File: config.mk
export PLATFORM = sky130hd
export DESIGN_NAME = srv_bus_arb_v1
export DESIGN_NICKNAME = d
export VERILOG_FILES = /design/src/rtl/srv_bus_arb_v1.sv
export SDC_FILE = /design/constraint.sdc
export NUM_CORES = 1
export LEC_CHECK = 0
export ABC_AREA = 1
export CORE_AREA = 4 4 108 110
export DETAILED_ROUTE_END_ITERATION = 12
export DIE_AREA = 0 0 112 114
export GPL_TIMING_DRIVEN = 0
export PLACE_DENSITY = 0.74
export SETUP_SLACK_MARGIN = 0.1
export SLEW_MARGIN = 25
export SYNTH_ARGS = -nofsm -noshare
export SYNTH_HDL_FRONTEND = slang
export SYNTH_HIERARCHICAL = 1
export SYNTH_SLANG_ARGS = --single-unit
export TNS_END_PERCENT = 50
File: constraint.sdc
create_clock -name clk -period 2.7 [get_ports clk]
set_input_delay 0.405 -clock clk [delete_from_list [all_inputs] [get_ports clk]]
set_output_delay 0.405 -clock clk [all_outputs]
set_load 0.02 [all_outputs]
File: src/rtl/srv_bus_arb_v1.sv
// Round-robin N-to-1 bus arbiter with grant hold and an in-order grant-ID FIFO
// that routes downstream responses back to the requester that issued them.

module srv_bus_arb_v1_lane #(
  parameter int IDX = 0,
  parameter int IDW = 1
) (
  input  logic [IDW-1:0] sel,
  input  logic [IDW-1:0] head,
  input  logic           accept,
  input  logic           rsp_fire,
  output logic           req_ready,
  output logic           rsp_valid
);
  localparam logic [IDW-1:0] ID = IDW'(IDX);

  assign req_ready = accept && (sel == ID);
  assign rsp_valid = rsp_fire && (head == ID);
endmodule

module srv_bus_arb_v1 #(
  parameter int N_US    = 2,
  parameter int MAX_OST = 4
) (
  input  logic                clk,
  input  logic                rst,
  input  logic [N_US-1:0]     us_req_valid,
  output logic [N_US-1:0]     us_req_ready,
  input  logic [N_US*32-1:0]  us_req_addr,
  input  logic [N_US-1:0]     us_req_wen,
  input  logic [N_US*32-1:0]  us_req_wdata,
  input  logic [N_US*4-1:0]   us_req_wstrb,
  output logic [N_US-1:0]     us_rsp_valid,
  output logic [31:0]         us_rsp_rdata,
  output logic                us_rsp_err,
  output logic                ds_req_valid,
  input  logic                ds_req_ready,
  output logic [31:0]         ds_req_addr,
  output logic                ds_req_wen,
  output logic [31:0]         ds_req_wdata,
  output logic [3:0]          ds_req_wstrb,
  input  logic                ds_rsp_valid,
  input  logic [31:0]         ds_rsp_rdata,
  input  logic                ds_rsp_err,
  output logic                proto_err
);
  localparam int IDW = (N_US > 1) ? $clog2(N_US) : 1;
  localparam int PW  = (MAX_OST > 1) ? $clog2(MAX_OST) : 1;
  localparam int CW  = $clog2(MAX_OST) + 1;

  typedef enum logic {ARB, HOLD} state_t;

  state_t         state, state_nxt;
  logic [IDW-1:0] rr_ptr, gnt_id, winner, sel, head;
  logic [IDW-1:0] hi_idx, lo_idx;
  logic           hi_any, lo_any, any_req;
  logic [CW-1:0]  ost_cnt;
  logic [PW-1:0]  wr_ptr, rd_ptr;
  logic [IDW-1:0] fifo [MAX_OST];
  logic           full, accept, rsp_fire;

  function automatic logic [PW-1:0] ptr_inc(input logic [PW-1:0] p);
    return (p == PW'(MAX_OST - 1)) ? '0 : p + 1'b1;
  endfunction

  // Lowest valid index at/above rr_ptr wins; otherwise wrap to lowest valid overall.
  always_comb begin
    hi_idx = '0;
    lo_idx = '0;
    hi_any = 1'b0;
    lo_any = 1'b0;
    for (int i = N_US - 1; i >= 0; i--) begin
      if (us_req_valid[i]) begin
        lo_idx = IDW'(i);
        lo_any = 1'b1;
        if (IDW'(i) >= rr_ptr) begin
          hi_idx = IDW'(i);
          hi_any = 1'b1;
        end
      end
    end
    winner  = hi_any ? hi_idx : lo_idx;
    any_req = lo_any;
  end

  assign full = (ost_cnt == CW'(MAX_OST));

  always_ff @(posedge clk or posedge rst) begin
    if (rst) state <= ARB;
    else     state <= state_nxt;
  end

  always_comb begin
    state_nxt = state;
    case (state)
      ARB:  if (ds_req_valid && !ds_req_ready) state_nxt = HOLD;
      HOLD: if (ds_req_ready) state_nxt = ARB;
      default: state_nxt = ARB;
    endcase
  end

  // HOLD bypasses the full gate: that request was admitted while there was room.
  always_comb begin
    ds_req_valid = 1'b0;
    sel          = winner;
    case (state)
      ARB:  ds_req_valid = !rst && any_req && !full;
      HOLD: begin
        ds_req_valid = 1'b1;
        sel          = gnt_id;
      end
      default: ;
    endcase
  end

  always_comb begin
    ds_req_addr  = '0;
    ds_req_wen   = 1'b0;
    ds_req_wdata = '0;
    ds_req_wstrb = '0;
    for (int i = 0; i < N_US; i++) begin
      if (sel == IDW'(i)) begin
        ds_req_addr  = us_req_addr[32*i +: 32];
        ds_req_wen   = us_req_wen[i];
        ds_req_wdata = us_req_wdata[32*i +: 32];
        ds_req_wstrb = us_req_wstrb[4*i +: 4];
      end
    end
  end

  assign accept       = ds_req_valid && ds_req_ready;
  assign rsp_fire     = !rst && ds_rsp_valid && (ost_cnt != '0);
  assign head         = fifo[rd_ptr];
  assign us_rsp_rdata = ds_rsp_rdata;
  assign us_rsp_err   = ds_rsp_err;

  always_ff @(posedge clk or posedge rst) begin
    if (rst) begin
      rr_ptr    <= '0;
      gnt_id    <= '0;
      ost_cnt   <= '0;
      wr_ptr    <= '0;
      rd_ptr    <= '0;
      proto_err <= 1'b0;
    end else begin
      if (state == ARB && ds_req_valid && !ds_req_ready) gnt_id <= winner;
      if (accept) begin
        rr_ptr <= (sel == IDW'(N_US - 1)) ? '0 : sel + 1'b1;
        wr_ptr <= ptr_inc(wr_ptr);
      end
      if (rsp_fire) rd_ptr <= ptr_inc(rd_ptr);
      case ({accept, rsp_fire})
        2'b10:   ost_cnt <= ost_cnt + CW'(1);
        2'b01:   ost_cnt <= ost_cnt - CW'(1);
        default: ;
      endcase
      if (ds_rsp_valid && ost_cnt == '0) proto_err <= 1'b1;
    end
  end

  always_ff @(posedge clk) begin
    if (accept) fifo[wr_ptr] <= sel;
  end

  for (genvar g = 0; g < N_US; g++) begin : g_lane
    srv_bus_arb_v1_lane #(.IDX(g), .IDW(IDW)) u_lane (
      .sel       (sel),
      .head      (head),
      .accept    (accept),
      .rsp_fire  (rsp_fire),
      .req_ready (us_req_ready[g]),
      .rsp_valid (us_rsp_valid[g])
    );
  end
endmodule
; ---- Word-level counts from Yosys, hierarchy flattened
; Memories as Yosys holds them, arrays and structs flattened.
; Cells that the tools add are included.
[totals]
ff_bits = 11
ramBits = 4
in_bits = 177
word_cells = 67
n_memories = 1
[memory_table]
columns = name, words, width, read_ports, rd_clocked_by_memory_dff, write_ports, line
row1 = fifo, 4, 1, 1, 0, 1, 59  ; logic [IDW-1:0] fifo [MAX_OST];
[op_classes]
add_sub_neg = 5
order_cmp = 2
eq_ne = 5
muxes = 25
n_bitwise = 3
reduce_logical = 19
[ops]
columns = op, n
row1 = two-way mux 32 bit, 2
row2 = two-way mux 1 bit, 17
row3 = logical AND 1 bit, 13
row4 = == test 2 bit (second input constant), 3
row5 = one-hot mux 3 bit (2 select lines), 1
row6 = adder 2 x 1 -> 2 bit (second input constant), 2
row7 = two-way mux 2 bit, 2
row8 = two-way mux 4 bit, 1
row9 = one-hot mux 1 bit (2 select lines), 2
row10 = adder 3 x 1 -> 3 bit (second input constant), 1
row11 = == test 3 bit (second input constant), 1
row12 = zero test 1 bit, 3
row13 = zero test 3 bit, 1
row14 = inverter 1 bit, 3
row15 = nonzero test 3 bit, 1
row16 = subtractor 3 x 1 -> 3 bit (second input constant), 1
row17 = == test 2 x 1 -> 1 bit (second input constant), 1
row18 = greater-or-equal comparator 1 bit (first input constant), 2
row19 = nonzero test 2 bit, 1
row20 = adder 1 bit (second input constant), 1

; ---- Logic depth before layout (Yosys ltp)
[depth]
word_depth = 9
mapped_depth = 11

; ---- Cells and area by module
; Netlist, hierarchy kept.
[by_module_without_submodules]
columns = mod, instances, cells_each, area_each_um2, seq_area_each_um2
row1 = srv_bus_arb_v1, 1, 344, 1956.9, 395.4
row2 = srv_bus_arb_v1_lane at g_lane[0].u_lane, 1, 4, 20.0, 0.0
row3 = srv_bus_arb_v1_lane at g_lane[1].u_lane, 1, 4, 15.0, 0.0

; ---- Least setup slack after synthesis
; Ideal clock, no wire load.
[synth_timing]
path_kind = flip-flop to flip-flop
start = reg ost_cnt[0]
end = reg ost_cnt[2]
arrival_ps = 1985
required_time_ps = 2569
slack_ps = 584
stages_incl_launch_ff = 12
period_less_slack_ps = 2116
path_cell_list = dfrtp_1 -> inv_1 -> nand3_1 -> nand2_1 -> nand2_1 -> nand2_2 -> ha_1 -> inv_1 -> fa_1 -> a21oi_1 -> o21ai_0 -> xor2_1
[synth_via]
elab_chain_len = 7
word_cells_on_any_way = 13
[synth_lines]
columns = element, line
row1 = from (decl), 57  ; logic [CW-1:0] ost_cnt;
row2 = from (signal assigned), 153  ; 2'b10: ost_cnt <= ost_cnt + CW'(1);
row3 = from (signal assigned), 154  ; 2'b01: ost_cnt <= ost_cnt - CW'(1);
row4 = == test 3 bit (*), 86  ; assign full = (ost_cnt == CW'(MAX_OST));
row5 = zero test 1 bit (*), 107  ; ARB: ds_req_valid = !rst && any_req && !full;
row6 = logical AND 1 bit (*), 107
row7 = one-hot mux 1 bit (2 select lines) (*), 106  ; case (state)
row8 = via ds_req_valid, 36  ; output logic ds_req_valid,
row9 = logical AND 1 bit (*), 131  ; assign accept = ds_req_valid && ds_req_ready;
row10 = == test 2 x 1 -> 1 bit / == test 2 bit (equally long branches), 152  ; case ({accept, rsp_fire})
row11 = one-hot mux 3 bit (2 select lines) / nonzero test 2 bit (equally long branches), --
; The timed path passes the listed nets; every way through them passes the cells marked *.
; A chain may end at the register's enable or synchronous reset.

; ---- Worst setup path in the final report
[layout_timing]
start = in us_req_valid[0]
end = out ds_req_addr[30]
[layout_via]
elab_chain_len = 4
word_cells_on_any_way = 6
[layout_lines]
columns = element, line
row1 = from (decl), 27  ; input logic [N_US-1:0] us_req_valid,
row2 = two-way mux 1 bit, 73  ; if (us_req_valid[i]) begin
row3 = two-way mux 1 bit (*), 82  ; winner = hi_any ? hi_idx : lo_idx;
row4 = two-way mux 1 bit (*), 106
row5 = two-way mux 32 bit (*), 122  ; if (sel == IDW'(i)) begin
row6 = to (decl), 38  ; output logic [31:0] ds_req_addr,
; Every way passes the cells marked *; elsewhere a longest branch is shown, timed or not.

==> run_results.csv <==
group,metric,value,unit
worst_setup_path,crit_fanout,10,
logic_synthesis,synth_edf_count,4,
floorplanning,io_pins,285,
place,place_ws,-0.04629,ns
worst_setup_path,path_depth,10,
drt,ant_nets,0,
logic_synthesis,synth-simple-area-share,47.86,%
pwr,ir_drop,0.2879,mV
logic_synthesis,synthArstFlopShare,73.33,%
drt,wl_per_cell,13.52,um
finish,antennaDiodeCount,0,
worst_setup_path,r2r_cells,11,
logic_synthesis,synth_seq_area_share,19.85,%
logic_synthesis,synthAdderAreaFrac,4.774,%
worst_setup_path,crit_start,"us_req_valid[0]",
run,cap_violations,0,
worst_setup_path,crit_family,"buffers and inverters",
sta,worstMarginPinSlew,0.2817,ns
drt,drc,0,
global_route,antenna_found_initial,0,
sta,slew_headroom,81.30,%
worst_setup_path,critPathBufInv,4,
place,port_buffers,251,
place,post_dp_cell_area,4679,um2
worst_setup_path,crit_required,2.30,ns
clock_tree,cts_tree,"yes",
finish,nNetsFinal,792,
floorplanning,die_x,112,um
finish,drive_gt1_share,9.390,%
sta,fin_ws,0.2705,ns
clock_tree,cts_buffer_depth,2,
global_route,grt_pass1_vias,3075,
clock_tree,clock_latency,0.24,ns
logic_synthesis,synthTopCellsByCount,"nand2_1, buf_4, inv_1",
logic_synthesis,synth_top_family_by_area,"simple AND/OR/NAND/NOR gates",
logic_synthesis,synth.area.mux_share,0,%
sta,rsz0062_at_grt,"no",
clock_tree,post_cts_buffers,0,
logic_synthesis,synth_compound_area_share,2.952,%
clock_tree,cts-root-buf,"clkbuf_8",
worst_setup_path,cp_data_arrival_time,2.02,ns
global_route,grt_start_max_net_pins,16,
outcome,status,"finished clean",
logic_synthesis,netlist_instances,352,
logic_synthesis,yosys.area.top_type,"nand2_1",
worst_setup_path,cp_cell_sequence,"clkdlybuf4s50_1, nand2_1, nand2_1, nand2_1, nand2_4, inv_4, buf_6, nand2_1, nand2_1, dlygate4sd2_1",
sta,fin_hold_ws,0.4672,ns
worst_setup_path,start_kind,"input port",
hold_path,hold_class,"reg -> reg",
worst_setup_path,endpoint_kind,"output port",
clock_tree,clkTransAtPathRegs,0.06,ns
sta,fin_setup_tns,0,ns
worst_setup_path,r2r_slack,0.43,ns
finish,fin_area,4781,um2
floorplanning,coreArea,10700,um2
logic_synthesis,synth_top_area_share,42.21,%
drt,wirelength,10.10,mm
floorplanning,rows,38,
pwr,p_per_area,553.6,nW/um2
logic_synthesis,syn_avg_cell_area,5.659,um2
drt,firstDrtPassIters,4,
pwr,leakage,2.740,nW
sta,setup_viol,0,
worst_setup_path,cpMostUsedCell,"nand2_1",
place,hpwl,8.730,mm
worst_setup_path,path_class,"in -> out",
logic_synthesis,synth_cell_types,22,
floorplanning,dieArea,12770,um2
clock_tree,cts_buffers,3,
sta,hold_viol_final,0,
drt,vias,3010,
worst_setup_path,max_stage_delay,0.42,ns
place,gp_congestion,0.8387,
logic_synthesis,ys.flop_type,"dfrtp_1",
worst_setup_path,reg2reg_to,"ost_cnt[2]",
clock_tree,h-tree-depth,1,
logic_synthesis,ys_warn_count,6,
global_route,grt.overflow.total,0,
logic_synthesis,ys_ff_latch,15,
global_route,grt_pass1_wl,14.59,mm
sta,fin_crit_sh,89.98,%
worst_setup_path,cpMaxStageDelayCell,"clkdlybuf4s50_1",
worst_setup_path,crit_end,"ds_req_addr[30]",
logic_synthesis,synth_area_leaders,"nand2_1, buf_4, dfrtp_1",
sta,fin_worst_skew,0.001697,ns
sta,slew_viol_final,0,
logic_synthesis,synth_most_common_cell,"nand2_1",
sta,finalCriticalPeriod,2.429,ns
logic_synthesis,netlist_area,1992,um2
finish,fillers,1061,
clock_tree,clock_sinks,15,
logic_synthesis,synth-xor-area-share,0.8794,%
sta,fmax,411.6,MHz
finish,regArea,395.4,um2
global_route,grt.total_usage,13.88,%
floorplanning,die_y,114,um
drt,via_per_inst,4.029,
finish,syn_to_final_growth,140.0,%
floorplanning,start_util,18.62,%
finish,multiInputGateArea,1125,um2
worst_setup_path,r2r_start,"ost_cnt[0]",
drt,drt_iter0_markers,67,
logic_synthesis,syn_nets,536,
## power breakdown
group          internal [W]  switching [W]  total (W)
Clock              0.000104      0.0000733   0.000178
Combinational      0.000931        0.00116    0.00209
Sequential         0.000318      0.0000589   0.000377
Total               0.00135        0.00129    0.00265
## repair_timing
item	4_1_cts	5_1_grt
endpoints found under the setup margin	73	39
hold buffers	0	0
gates cloned	0	0
pin swaps	0	0
gates resized for setup	36	39
## logic make-up after synthesis
kind of cell	count (synthesis)
xor+xnor	2
compound gates	11
fa+ha+maj	7
buf+inv	70
simple gates	247
flops	15
## stage by stage
stage                     power (W)  instances  utilization, %
after floorplan            0.001556        352               -
after global placement     0.002581        743           43.74
after detailed placement   0.002635        743           43.74
after CTS                  0.002725        747           43.79
after global routing       0.002878        747           44.69
final                      0.002647        747           44.69
## placed cells by master, fill, tap and decap left out
cell and count:
inv_4 1, dlymetal6s2s_1 38, o21ai_0 7, nor2_1 11, xor2_1 1, or2_1 1
inv_2 1, nand3_1 7, nand2_1 224, buf_6 8, nor2_2 2, dfrtp_1 11
edfxtp_1 4, o21bai_1 1, fa_1 1, buf_4 39, dlygate4sd2_1 34, nand2_4 1
clkdlybuf4s15_1 1, xnor2_1 1, a21oi_1 2, o22ai_1 1, inv_1 20, ha_1 6
clkdlybuf4s50_1 178, clkbuf_8 3, nand2_2 1, clkbuf_1 1, clkinvlp_4 1
## per-layer routing
metal  track usage (%)  routed length, um  vias to the layer above
li1                  -                  -                     1529
met1             14.92               3641                     1320
met2             26.86               5419                      148
met3             3.554                865                       13
met4             3.686                172                        0
met5                 0                  0                        -
## cell type report
class                           count  share of cell area, %
Timing Repair Buffer              251                  53.65
Multi-Input combinational cell    267                  23.53
Sequential cell                    15                  8.270
Buffer                             47                  8.008
Tap cell                          140                  3.664
Inverter                           23                  1.937
Clock buffer                        4                 0.9422
## worst min-delay path by stage
stage	startpoint	endpoint	slack [ns]	cells past startpoint
after floorplan	rst	gnt_id	0.27	1
after global placement	ost_cnt[0]	ost_cnt[0]	0.46	1
after detailed placement	ost_cnt[0]	ost_cnt[0]	0.46	1
after CTS	ost_cnt[0]	ost_cnt[0]	0.47	1
after global routing	ost_cnt[0]	ost_cnt[0]	0.49	1
final	ost_cnt[0]	ost_cnt[0]	0.47	1
## registers in the layout, indices dropped and copies added (netlist names)
| name | cells |
|---|---|
| rd_ptr | 2 |
| state | 1 |
| proto_err | 1 |
| rr_ptr | 1 |
| ost_cnt | 3 |
| wr_ptr | 2 |
| fifo | 4 |
| gnt_id | 1 |
Note: power is estimated with default switching activity, not from simulation.
